--- src/rtl/rs232_receiver_if.sv ---
// Receiver-side signal bundle: serial line and consumer handshake in,
// received byte, status pulses and debug state out.
interface rs232_receiver_if;
  logic       rxd;
  logic       rx_ready;
  logic [7:0] rx_data;
  logic       rx_valid;
  logic       frame_error;
  logic       overrun;
  logic       busy;
  logic [2:0] state;

  modport master (
    output rxd, rx_ready,
    input  rx_data, rx_valid, frame_error, overrun, busy, state
  );

  modport slave (
    input  rxd, rx_ready,
    output rx_data, rx_valid, frame_error, overrun, busy, state
  );
endinterface

--- src/rtl/rs232_receiver.sv ---
// 8N1 serial receiver: mid-bit sampling from a start-edge-aligned counter,
// single-entry output register with valid/ready and overrun/frame-error pulses.
module rs232_receiver #(
  parameter int CLK_DIV = 434
) (
  input  logic           clk,
  input  logic           reset_n,
  rs232_receiver_if.slave rx
);

  localparam int CW = $clog2(CLK_DIV);
  localparam logic [CW-1:0] HALF_M1 = CW'(CLK_DIV / 2 - 1);
  localparam logic [CW-1:0] FULL_M1 = CW'(CLK_DIV - 1);

  typedef enum logic [2:0] {
    IDLE  = 3'd0,
    START = 3'd1,
    DATA  = 3'd2,
    STOP  = 3'd3,
    BREAK = 3'd4
  } state_e;

  state_e        state_q, state_d;
  logic          sync_q, rxd_s_q;
  logic [CW-1:0] cnt_q, cnt_d;
  logic [2:0]    bit_q, bit_d;
  logic [7:0]    shift_q, shift_d;
  logic [7:0]    rx_data_q, rx_data_d;
  logic          rx_valid_q, rx_valid_d;
  logic          fe_q, fe_d;
  logic          ovr_q, ovr_d;
  logic          sample, deliver, bad_stop, busy;

  // State register
  always_ff @(posedge clk) begin
    if (!reset_n) state_q <= IDLE;
    else          state_q <= state_d;
  end

  // Next-state logic
  always_comb begin
    state_d = state_q;
    case (state_q)
      IDLE:    if (!rxd_s_q) state_d = START;
      START:   if (sample) state_d = rxd_s_q ? IDLE : DATA;
      DATA:    if (sample && bit_q == 3'd7) state_d = STOP;
      STOP:    if (sample) state_d = rxd_s_q ? IDLE : BREAK;
      BREAK:   if (rxd_s_q) state_d = IDLE;
      default: state_d = IDLE;
    endcase
  end

  // Output / strobe decode
  always_comb begin
    sample   = 1'b0;
    busy     = (state_q != IDLE);
    case (state_q)
      START:     sample = (cnt_q == HALF_M1);
      DATA, STOP: sample = (cnt_q == FULL_M1);
      default:   sample = 1'b0;
    endcase
    deliver  = (state_q == STOP) && sample &&  rxd_s_q;
    bad_stop = (state_q == STOP) && sample && !rxd_s_q;
  end

  // Datapath next-state; counter only runs while timing a bit
  always_comb begin
    cnt_d      = '0;
    bit_d      = bit_q;
    shift_d    = shift_q;
    rx_data_d  = rx_data_q;
    rx_valid_d = rx_valid_q;
    if (state_d == state_q && !sample &&
        (state_q == START || state_q == DATA || state_q == STOP))
      cnt_d = cnt_q + CW'(1);
    if (state_q == START && sample) bit_d = 3'd0;
    if (state_q == DATA && sample) begin
      bit_d   = bit_q + 3'd1;
      shift_d = {rxd_s_q, shift_q[7:1]};
    end
    if (rx_valid_q && rx.rx_ready) rx_valid_d = 1'b0;
    if (deliver) begin
      rx_data_d  = shift_q;
      rx_valid_d = 1'b1;
    end
    fe_d  = bad_stop;
    ovr_d = deliver && rx_valid_q && !rx.rx_ready;
  end

  always_ff @(posedge clk) begin
    if (!reset_n) begin
      sync_q     <= 1'b1;
      rxd_s_q    <= 1'b1;
      cnt_q      <= '0;
      bit_q      <= 3'd0;
      shift_q    <= 8'h00;
      rx_data_q  <= 8'h00;
      rx_valid_q <= 1'b0;
      fe_q       <= 1'b0;
      ovr_q      <= 1'b0;
    end else begin
      sync_q     <= rx.rxd;
      rxd_s_q    <= sync_q;
      cnt_q      <= cnt_d;
      bit_q      <= bit_d;
      shift_q    <= shift_d;
      rx_data_q  <= rx_data_d;
      rx_valid_q <= rx_valid_d;
      fe_q       <= fe_d;
      ovr_q      <= ovr_d;
    end
  end

  assign rx.rx_data     = rx_data_q;
  assign rx.rx_valid    = rx_valid_q;
  assign rx.frame_error = fe_q;
  assign rx.overrun     = ovr_q;
  assign rx.busy        = busy;
  assign rx.state       = state_q;

endmodule

--- src/flat_wrapper.sv ---
// flat-port wrapper written by rule: the top's interface ports become plain ports
module rs232_receiver_flat 
#(
  parameter int CLK_DIV = 434
)
  (clk, reset_n, rx_rxd, rx_rx_ready, rx_rx_data, rx_rx_valid, rx_frame_error, rx_overrun, rx_busy, rx_state);
  rs232_receiver_if rx_i ();
  input  logic clk;
  input  logic reset_n;
  input wire logic [$bits(rx_i.rxd)-1:0] rx_rxd;
  input wire logic [$bits(rx_i.rx_ready)-1:0] rx_rx_ready;
  output wire logic [$bits(rx_i.rx_data)-1:0] rx_rx_data;
  output wire logic [$bits(rx_i.rx_valid)-1:0] rx_rx_valid;
  output wire logic [$bits(rx_i.frame_error)-1:0] rx_frame_error;
  output wire logic [$bits(rx_i.overrun)-1:0] rx_overrun;
  output wire logic [$bits(rx_i.busy)-1:0] rx_busy;
  output wire logic [$bits(rx_i.state)-1:0] rx_state;
  assign rx_i.rxd = rx_rxd;
  assign rx_i.rx_ready = rx_rx_ready;
  assign rx_rx_data = rx_i.rx_data;
  assign rx_rx_valid = rx_i.rx_valid;
  assign rx_frame_error = rx_i.frame_error;
  assign rx_overrun = rx_i.overrun;
  assign rx_busy = rx_i.busy;
  assign rx_state = rx_i.state;
  rs232_receiver #(.CLK_DIV(CLK_DIV)) u_core (.clk(clk), .reset_n(reset_n), .rx(rx_i));
endmodule
--- config.mk ---
export PLATFORM = sky130hd
export DESIGN_NAME = rs232_receiver_flat
export DESIGN_NICKNAME = d
export VERILOG_FILES = /design/src/rtl/rs232_receiver_if.sv /design/src/rtl/rs232_receiver.sv /design/src/flat_wrapper.sv
export SDC_FILE = /design/constraint.sdc
export NUM_CORES = 1
export LEC_CHECK = 0
export CORE_ASPECT_RATIO = 0.9
export CORE_MARGIN = 3
export CORE_UTILIZATION = 49
export CTS_CLUSTER_DIAMETER = 40
export CTS_CLUSTER_SIZE = 12
export DETAILED_ROUTE_END_ITERATION = 7
export GPL_TIMING_DRIVEN = 0
export PLACE_DENSITY_LB_ADDON = 0.08
export SYNTH_ARGS = -nofsm -noshare
export SYNTH_HDL_FRONTEND = slang
export SYNTH_SLANG_ARGS = --single-unit
--- constraint.sdc ---
create_clock -name clk -period 1.45 [get_ports clk]
set_input_delay 0.145 -clock clk [delete_from_list [all_inputs] [get_ports clk]]
set_output_delay 0.145 -clock clk [all_outputs]
set_load 0.05 [all_outputs]
==> results of run 1 <==
## stage by stage
step	setup WS [ns]	area, sq um
3_5_place_dp	-0.377	1820
6_report	-0.152	2270
5_1_grt	-0.250	2270
4_1_cts	-0.244	2140
2_1_floorplan	-0.150	1590
3_3_place_gp	-0.344	1820
## cells in the mapped netlist
| cell | instances |
|---|---|
| a211oi_1 | 1 |
| a21boi_1 | 8 |
| a21oi_1 | 3 |
| a2bb2oi_1 | 1 |
| a2bb2oi_2 | 1 |
| a31oi_1 | 1 |
| and3_1 | 2 |
| buf_2 | 2 |
| buf_4 | 1 |
| clkbuf_1 | 3 |
| dfxtp_1 | 36 |
| ha_1 | 3 |
| inv_1 | 3 |
| mux2i_1 | 9 |
| nand2_1 | 23 |
| nand2b_1 | 4 |
| nand3_1 | 9 |
| nand3b_1 | 1 |
| nand3b_4 | 1 |
| nand4_1 | 3 |
| nand4b_1 | 2 |
| nand4bb_4 | 1 |
| nor2_1 | 15 |
| nor2b_1 | 12 |
| nor3_1 | 1 |
| nor3b_1 | 1 |
| nor4_1 | 1 |
| nor4_2 | 1 |
| nor4bb_1 | 1 |
| o21a_1 | 1 |
| o21ai_0 | 3 |
| or3_1 | 2 |
| or3b_1 | 1 |
| or4_1 | 3 |
| xnor2_1 | 4 |
| xor2_1 | 3 |
## power breakdown
| part | internal [W] | switching [W] |
|---|---|---|
| clock | 0.000179 | 0.000306 |
| sequential | 0.000989 | 0.0000139 |
| combinational | 0.0000653 | 0.0000713 |
| total | 0.00123 | 0.000392 |
## flip-flops by register name (all words and copies together), names as in the netlist
| name | flops |
|---|---|
| u_core.bit_q | 3 |
| u_core.cnt_q | 9 |
| u_core.rx.frame_error | 1 |
| u_core.rx.overrun | 1 |
| u_core.rx.rx_data | 8 |
| u_core.rx.rx_valid | 1 |
| u_core.rx.state | 3 |
| u_core.rxd_s_q | 1 |
| u_core.shift_q | 8 |
| u_core.sync_q | 1 |
## area by class of cell
| type | instances | area share [%] |
|---|---|---|
| Multi-Input combinational cell | 123 | 45.2 |
| Clock inverter | 1 | 0.221 |
| Clock buffer | 6 | 1.82 |
| Timing Repair Buffer | 38 | 15.1 |
| Inverter | 3 | 0.497 |
| Sequential cell | 36 | 33.1 |
| Tap cell | 40 | 2.21 |
| Buffer | 5 | 1.82 |
## what timing repair did
item,4_1_cts,5_1_grt
gates cloned,3,0
gates resized for setup,72,31
setup buffers,13,5
setup endpoints to repair,48,34
pin swaps,22,14
## kinds of logic (layout without fill, tap and decap cells)
logic type | count (synthesis) | count (layout)
XOR/XNOR | 7 | 7
multiplexers | 9 | 9
AND/OR/NAND/NOR | 84 | 84
adder cells (fa/ha/maj) | 3 | 3
AO/OA/AOI/OAI | 19 | 20
buffers and inverters | 9 | 53
flip-flops | 36 | 36
## layer usage
metal  vias to the layer above  GRT usage, %  wire [um]
li1                        670             -          -
met1                       673          27.8       1630
met2                        64          35.9       1990
met3                        12          5.50        243
met4                         0          9.17        100
met5                         -             0          0
## how the worst max path moves through the flow
stage                                  start           endpoint  slack (ns)
final                        u_core.cnt_q[2]  u_core.shift_q[1]       -0.15
after global routing         u_core.cnt_q[2]  u_core.shift_q[0]       -0.25
after CTS                 u_core.rx.state[2]  u_core.shift_q[1]       -0.24
after floorplan           u_core.rx.state[1]  u_core.shift_q[0]       -0.15
after global placement    u_core.rx.state[0]            rx_busy       -0.34
after detailed placement  u_core.rx.state[0]            rx_busy       -0.38
==> metrics.md, run 1 <==
| Metric | Value |
|---|---|
| Finished Layout Cells | `between 200 and 300` |
| Slowest Stage Delay on Critical Path | `0.38 ns` |
| Dominant cell type by area after synthesis | `dfxtp_1` |
| Final Critical Period | `1.60 ns` |
| Crit-path slowest cell | `nor4_4` |
| Adder-Cell Fraction of Synth Area | `2.40%` |
| Yosys top cell area share | `46.2%` |
| Critical Path AT | `1.86 ns` |
| Die area | `roughly 3900 sq um` |
| Site row count | `18` |
| Setup_tns | `-3.17 ns` |
| Area contributors post-synth | `dfxtp_1 46%, mux2i_1 5.8%, nand2_1 5.5%` |
| CTS sink count | `36` |
| Total power density per cell area | `between 700 and 800 nW/um^2` |
| Clk_skew | `0.00927 ns` |
| Hold EP | `u_core.sync_q` |
| Sequential-to-total area share from yosys stat | `a little under half` |
| First-pass iteration count of the detailed router | `4` |
| Critical path required time | `1.71 ns` |
| Syn avg cell area | `~9.4 sq um` |
| Nets | `219` |
| Final Max Slew Viols | `0` |
| Total track usage | `22.0%` |
| Final Power | `roughly 0.0016 W` |
| CTS max path bufs | `2` |
| Final Util | `78.6%` |
| Core Region | `2880 sq um` |
| Vias | `1419` |
| Hold path cells | `2` |
| End of the worst register-to-register path | `u_core.shift_q[1]` |
| Hold crit path type | `primary input to flop` |
| Multi-input logic area | `roughly 1000 sq um` |
| Most frequent cells in the layout | `24 x dfxtp_1, 15 x nor2_1, 14 x buf_4, 13 x dlygate4sd2_1` |
| First-pass GRT wire length | `6.57 mm` |
| H-tree Lvls | `2` |
| Commonest non-fill, non-tap cell in the layout | `dfxtp_1` |
| RSZ-0062 raised after global routing | `true` |
| Critical Path, Cell by Cell | `nand4bb_4, buf_6, nor4_4, buf_6, nand2_1, a21boi_1` |
| Die Y | `59.6 um` |
| Crit path max fanout | `6` |
| Final hold vios | `0` |
| Synth Instances | `about 170` |
| Final Setup Violations | `31` |
| Area grow syn2layout | `45.1%` |
| Initial antenna violation count | `0` |
| Worst-Margin Slew | `0.497 ns` |
| Largest net degree at the start of global routing | `11` |
| HP Start | `rx_rxd` |
| Placed insts | `225` |
| Initial core utilization | `~54%` |
| Post-synth net total | `174` |
| Max VDD drop | `just under 600 uV` |
| # IOs | `19` |
| Final hold slack | `0.378 ns` |
| Mapped Area | `between 1500 and 2000 sq um` |
| DRC errors left | `0` |
| Worst path bufs/invs | `2` |
| Vias per cell | `around 5.6` |
| F_max | `approximately 0.62 GHz` |
| Setup ws final | `-0.152 ns` |
| Drt wl/cell | `15.7 um` |
| Worst r2r src | `u_core.cnt_q[2]` |
| Final WL | `slightly below 4 mm` |
| Critical path type | `flop to flop` |
| Vias in the first global route | `1357` |
| HPWL Detailed | `2.19 mm` |
| Port Buffers | `18` |
| Clock Tree Root | `clkbuf_4` |
| Synth Warn # | `0` |
| Worst-path clk slew | `0.10 ns` |
| Synth unique cells | `36` |
| Synthesis-stage register bit count | `36` |
| Reg2Reg Depth | `6` |
| Multiplexer share of the synthesized area | `slightly below 6%` |
| Post-synthesis compound-gate area fraction | `8.65%` |
| Share of layout cells above drive strength 1 | `between 40 and 50%` |
| Worst-Skew Late Latency | `0.33 ns` |
| Max-Cap Viols | `0` |
| CTS tree | `built` |
| Synth Area in XOR/XNOR | `about 3.9%` |
| CP startpoint kind | `flop` |
| Max_slew headroom | `66.9%` |
| CP Capture Type | `flop` |
| Area occupied by registers | `between 700 and 800 sq um` |
| Final period util | `110%` |
| Remaining Overflow, GRT | `0` |
| Largest family of logic cells by synthesized area | `simple AND/OR/NAND/NOR gates` |
| Failing checks | `negative setup slack` |
| WP depth | `6` |
| CTS buffer count | `5` |
| CP top delay family | `simple AND/OR/NAND/NOR gates` |
| Routed Antenna Nets | `0` |
| Lkg Pwr | `0.906 nW` |
| # diodes | `0` |
| CTS Hold Buffers Added | `0` |
| Status | `finished with violations` |
| Reg2Reg Setup Slack | `-0.15 ns` |
| Simple-gate share of the synthesized area | `30.5%` |
| RD Place Congestion | `0.841` |
| Detailed Route Iter0 Violations | `136` |
| Most used cell along the critical path | `buf_6` |
| Die W | `65.5 um` |
| Filler Cells Inserted | `208` |
No activity file was read; power rests on OpenSTA's default activity.
==> run 2, diff against run 1 <==
CORE_ASPECT_RATIO = 0.75   (was 0.9)
==> metrics.md, run 2 (synthesis results as in run 1) <==
| Metric | Value |
|---|---|
| Lkg Pwr | `0.834 nW` |
| Vias per cell | `5.44` |
| Crit path max fanout | `8` |
| Status | `finished with violations` |
| Final Max Slew Viols | `0` |
| CP startpoint kind | `flop` |
| Site row count | `17` |
| Met3 WL post-DR | `169 um` |
| Final hold vios | `0` |
| Setup ws final | `-0.126 ns` |
| Critical Path, Cell by Cell | `or3b_4, or4_4, nand2_2, a21boi_2` |
| Clock Tree Root | `clkbuf_8` |
| First-pass GRT wire length | `5.40 mm` |
| Initial antenna violation count | `0` |
| Worst-Skew Late Latency | `0.29 ns` |
| H-tree Lvls | `2` |
| M1 wire length | `1.74 mm` |
| First-pass iteration count of the detailed router | `4` |
| RSZ-0062 raised after global routing | `true` |
| Setup_tns | `-2.10 ns` |
| CTS buffer count | `5` |
| Final Critical Period | `1.58 ns` |
| Top routing layer used | `met4` |
| Vias | `about 1300` |
| CP Capture Type | `flop` |
| CTS tree | `built` |
| Die W | `between 70 and 80 um` |
| Commonest non-fill, non-tap cell in the layout | `dfxtp_1` |
| WP depth | `4` |
| HPWL Detailed | `~2.1 mm` |
| Total track usage | `18.3%` |
| Worst-Margin Slew | `0.491 ns` |
| Final period util | `109%` |
| # diodes | `0` |
| Critical path type | `flop to flop` |
| CTS sink count | `36` |
| Slowest Stage Delay on Critical Path | `approximately 0.53 ns` |
| Die Y | `around 55 um` |
| Hold path cells | `1` |
| DRC errors left | `0` |
| CTS max path bufs | `2` |
| Routed Antenna Nets | `0` |
| Met2 WL | `1.59 mm` |
| Initial core utilization | `about 52%` |
| Final Setup Violations | `32` |
| Port Buffers | `18` |
| Max reg flops | `9` |
| Hold crit path type | `flop to flop` |
| Failing checks | `negative setup slack` |
| F_max | `0.634 GHz` |
| Max-Cap Viols | `0` |
| Pre-CTS WS | `-0.355 ns` |
| Remaining Overflow, GRT | `0` |
| Nets | `210` |
| Area grow syn2layout | `38.3%` |
| Core Region | `roughly 3000 sq um` |
| Critical path required time | `between 1.5 and 2 ns` |
| Die area | `3910 sq um` |
| Reg with most FFs | `u_core.cnt_q` |
| Total power density per cell area | `861 nW/um^2` |
| Critical Path AT | `~1.8 ns` |
| Share of layout cells above drive strength 1 | `a little under a third` |
| Largest net degree at the start of global routing | `12` |
| Max_slew headroom | `67.4%` |
| Detailed Route Iter0 Violations | `113` |
| Worst path bufs/invs | `0` |
| Crit-path slowest cell | `or4_4` |
| # IOs | `19` |
| CP top delay family | `simple AND/OR/NAND/NOR gates` |
| Reg2Reg Depth | `4` |
| Final WL | `approximately 3.5 mm` |
| Drt wl/cell | `14.6 um` |
| Max VDD drop | `693 uV` |
| RD Place Congestion | `about 0.90` |
| Most frequent cells in the layout | `23 x dfxtp_1, 15 x nand2_1, 15 x nor2_1, 13 x dlygate4sd2_1, 12 x nor2b_1` |
| Clk_skew | `0.00860 ns` |
| Vias in the first global route | `1225` |
| Worst-path clk slew | `0.07 ns` |
## run 2: cell count changes in the layout (fill, tap and decap cells not counted), sizes merged
cell,previous run,this run
buf,24,15
clkbuf,8,9
clkinv,1,2
clkdlybuf4s15,1,0
## run 2: stage by stage
step                      instance area (sq um)  hold WS (ns)  cells  util [%]  total power [W]
after floorplan                            1590         0.218    167         -          0.00110
after global placement                     1810         0.393    223      60.5          0.00113
after detailed placement                   1810         0.391    223      60.5          0.00113
after CTS                                  2050         0.407    239      68.3          0.00185
after global routing                       2160         0.425    242      72.0          0.00193
final                                      2160         0.406    242      72.0          0.00186
## run 2: metal layers
| metal | track usage, % | up-vias |
|---|---|---|
| met5 | 0 | - |
| met2 | 31.1 | 37 |
| li1 | - | 654 |
| met1 | 22.0 | 618 |
| met4 | 7.81 | 0 |
| met3 | 5.42 | 8 |
## run 2: final cells by class
type / instances / area (sq um)
multi-input combinational: 123 / 965
timing repair buffer: 29 / 262
clock inverter: 2 / 10.0
sequential: 36 / 752
buffer: 5 / 30.0
inverter: 3 / 11.3
tap: 38 / 47.5
clock buffer: 6 / 82.6
fill: 217 / 840
## run 2: final timing paths
| kind | startpoint | to | slack, ns |
|---|---|---|---|
| max | u_core.rx.state[0] | u_core.shift_q[0] | -0.13 |
| min | u_core.sync_q | u_core.rxd_s_q | 0.41 |
| max reg2reg | u_core.rx.state[0] | u_core.shift_q[0] | -0.13 |
| min reg2reg | u_core.sync_q | u_core.rxd_s_q | 0.41 |
## run 2: what timing repair did
action / 4_1_cts / 5_1_grt
buffers inserted: 8 / 3
resized for setup: 55 / 25
hold buffers: 0 / 0
cloned: 0 / 1
pin swaps: 14 / 6
setup endpoints to repair: 48 / 35
## run 2: power breakdown
group | switching [W] | internal, W
Clock | 0.000352 | 0.000379
Combinational | 0.0000687 | 0.0000583
Sequential | 0.0000118 | 0.000989
Total | 0.000433 | 0.00143
==> run 3, diff against run 2 <==
SLEW_MARGIN = 30   (was not set)
==> results of run 3 <==
Final layout, timing and power as in run 2 (identical DEF).
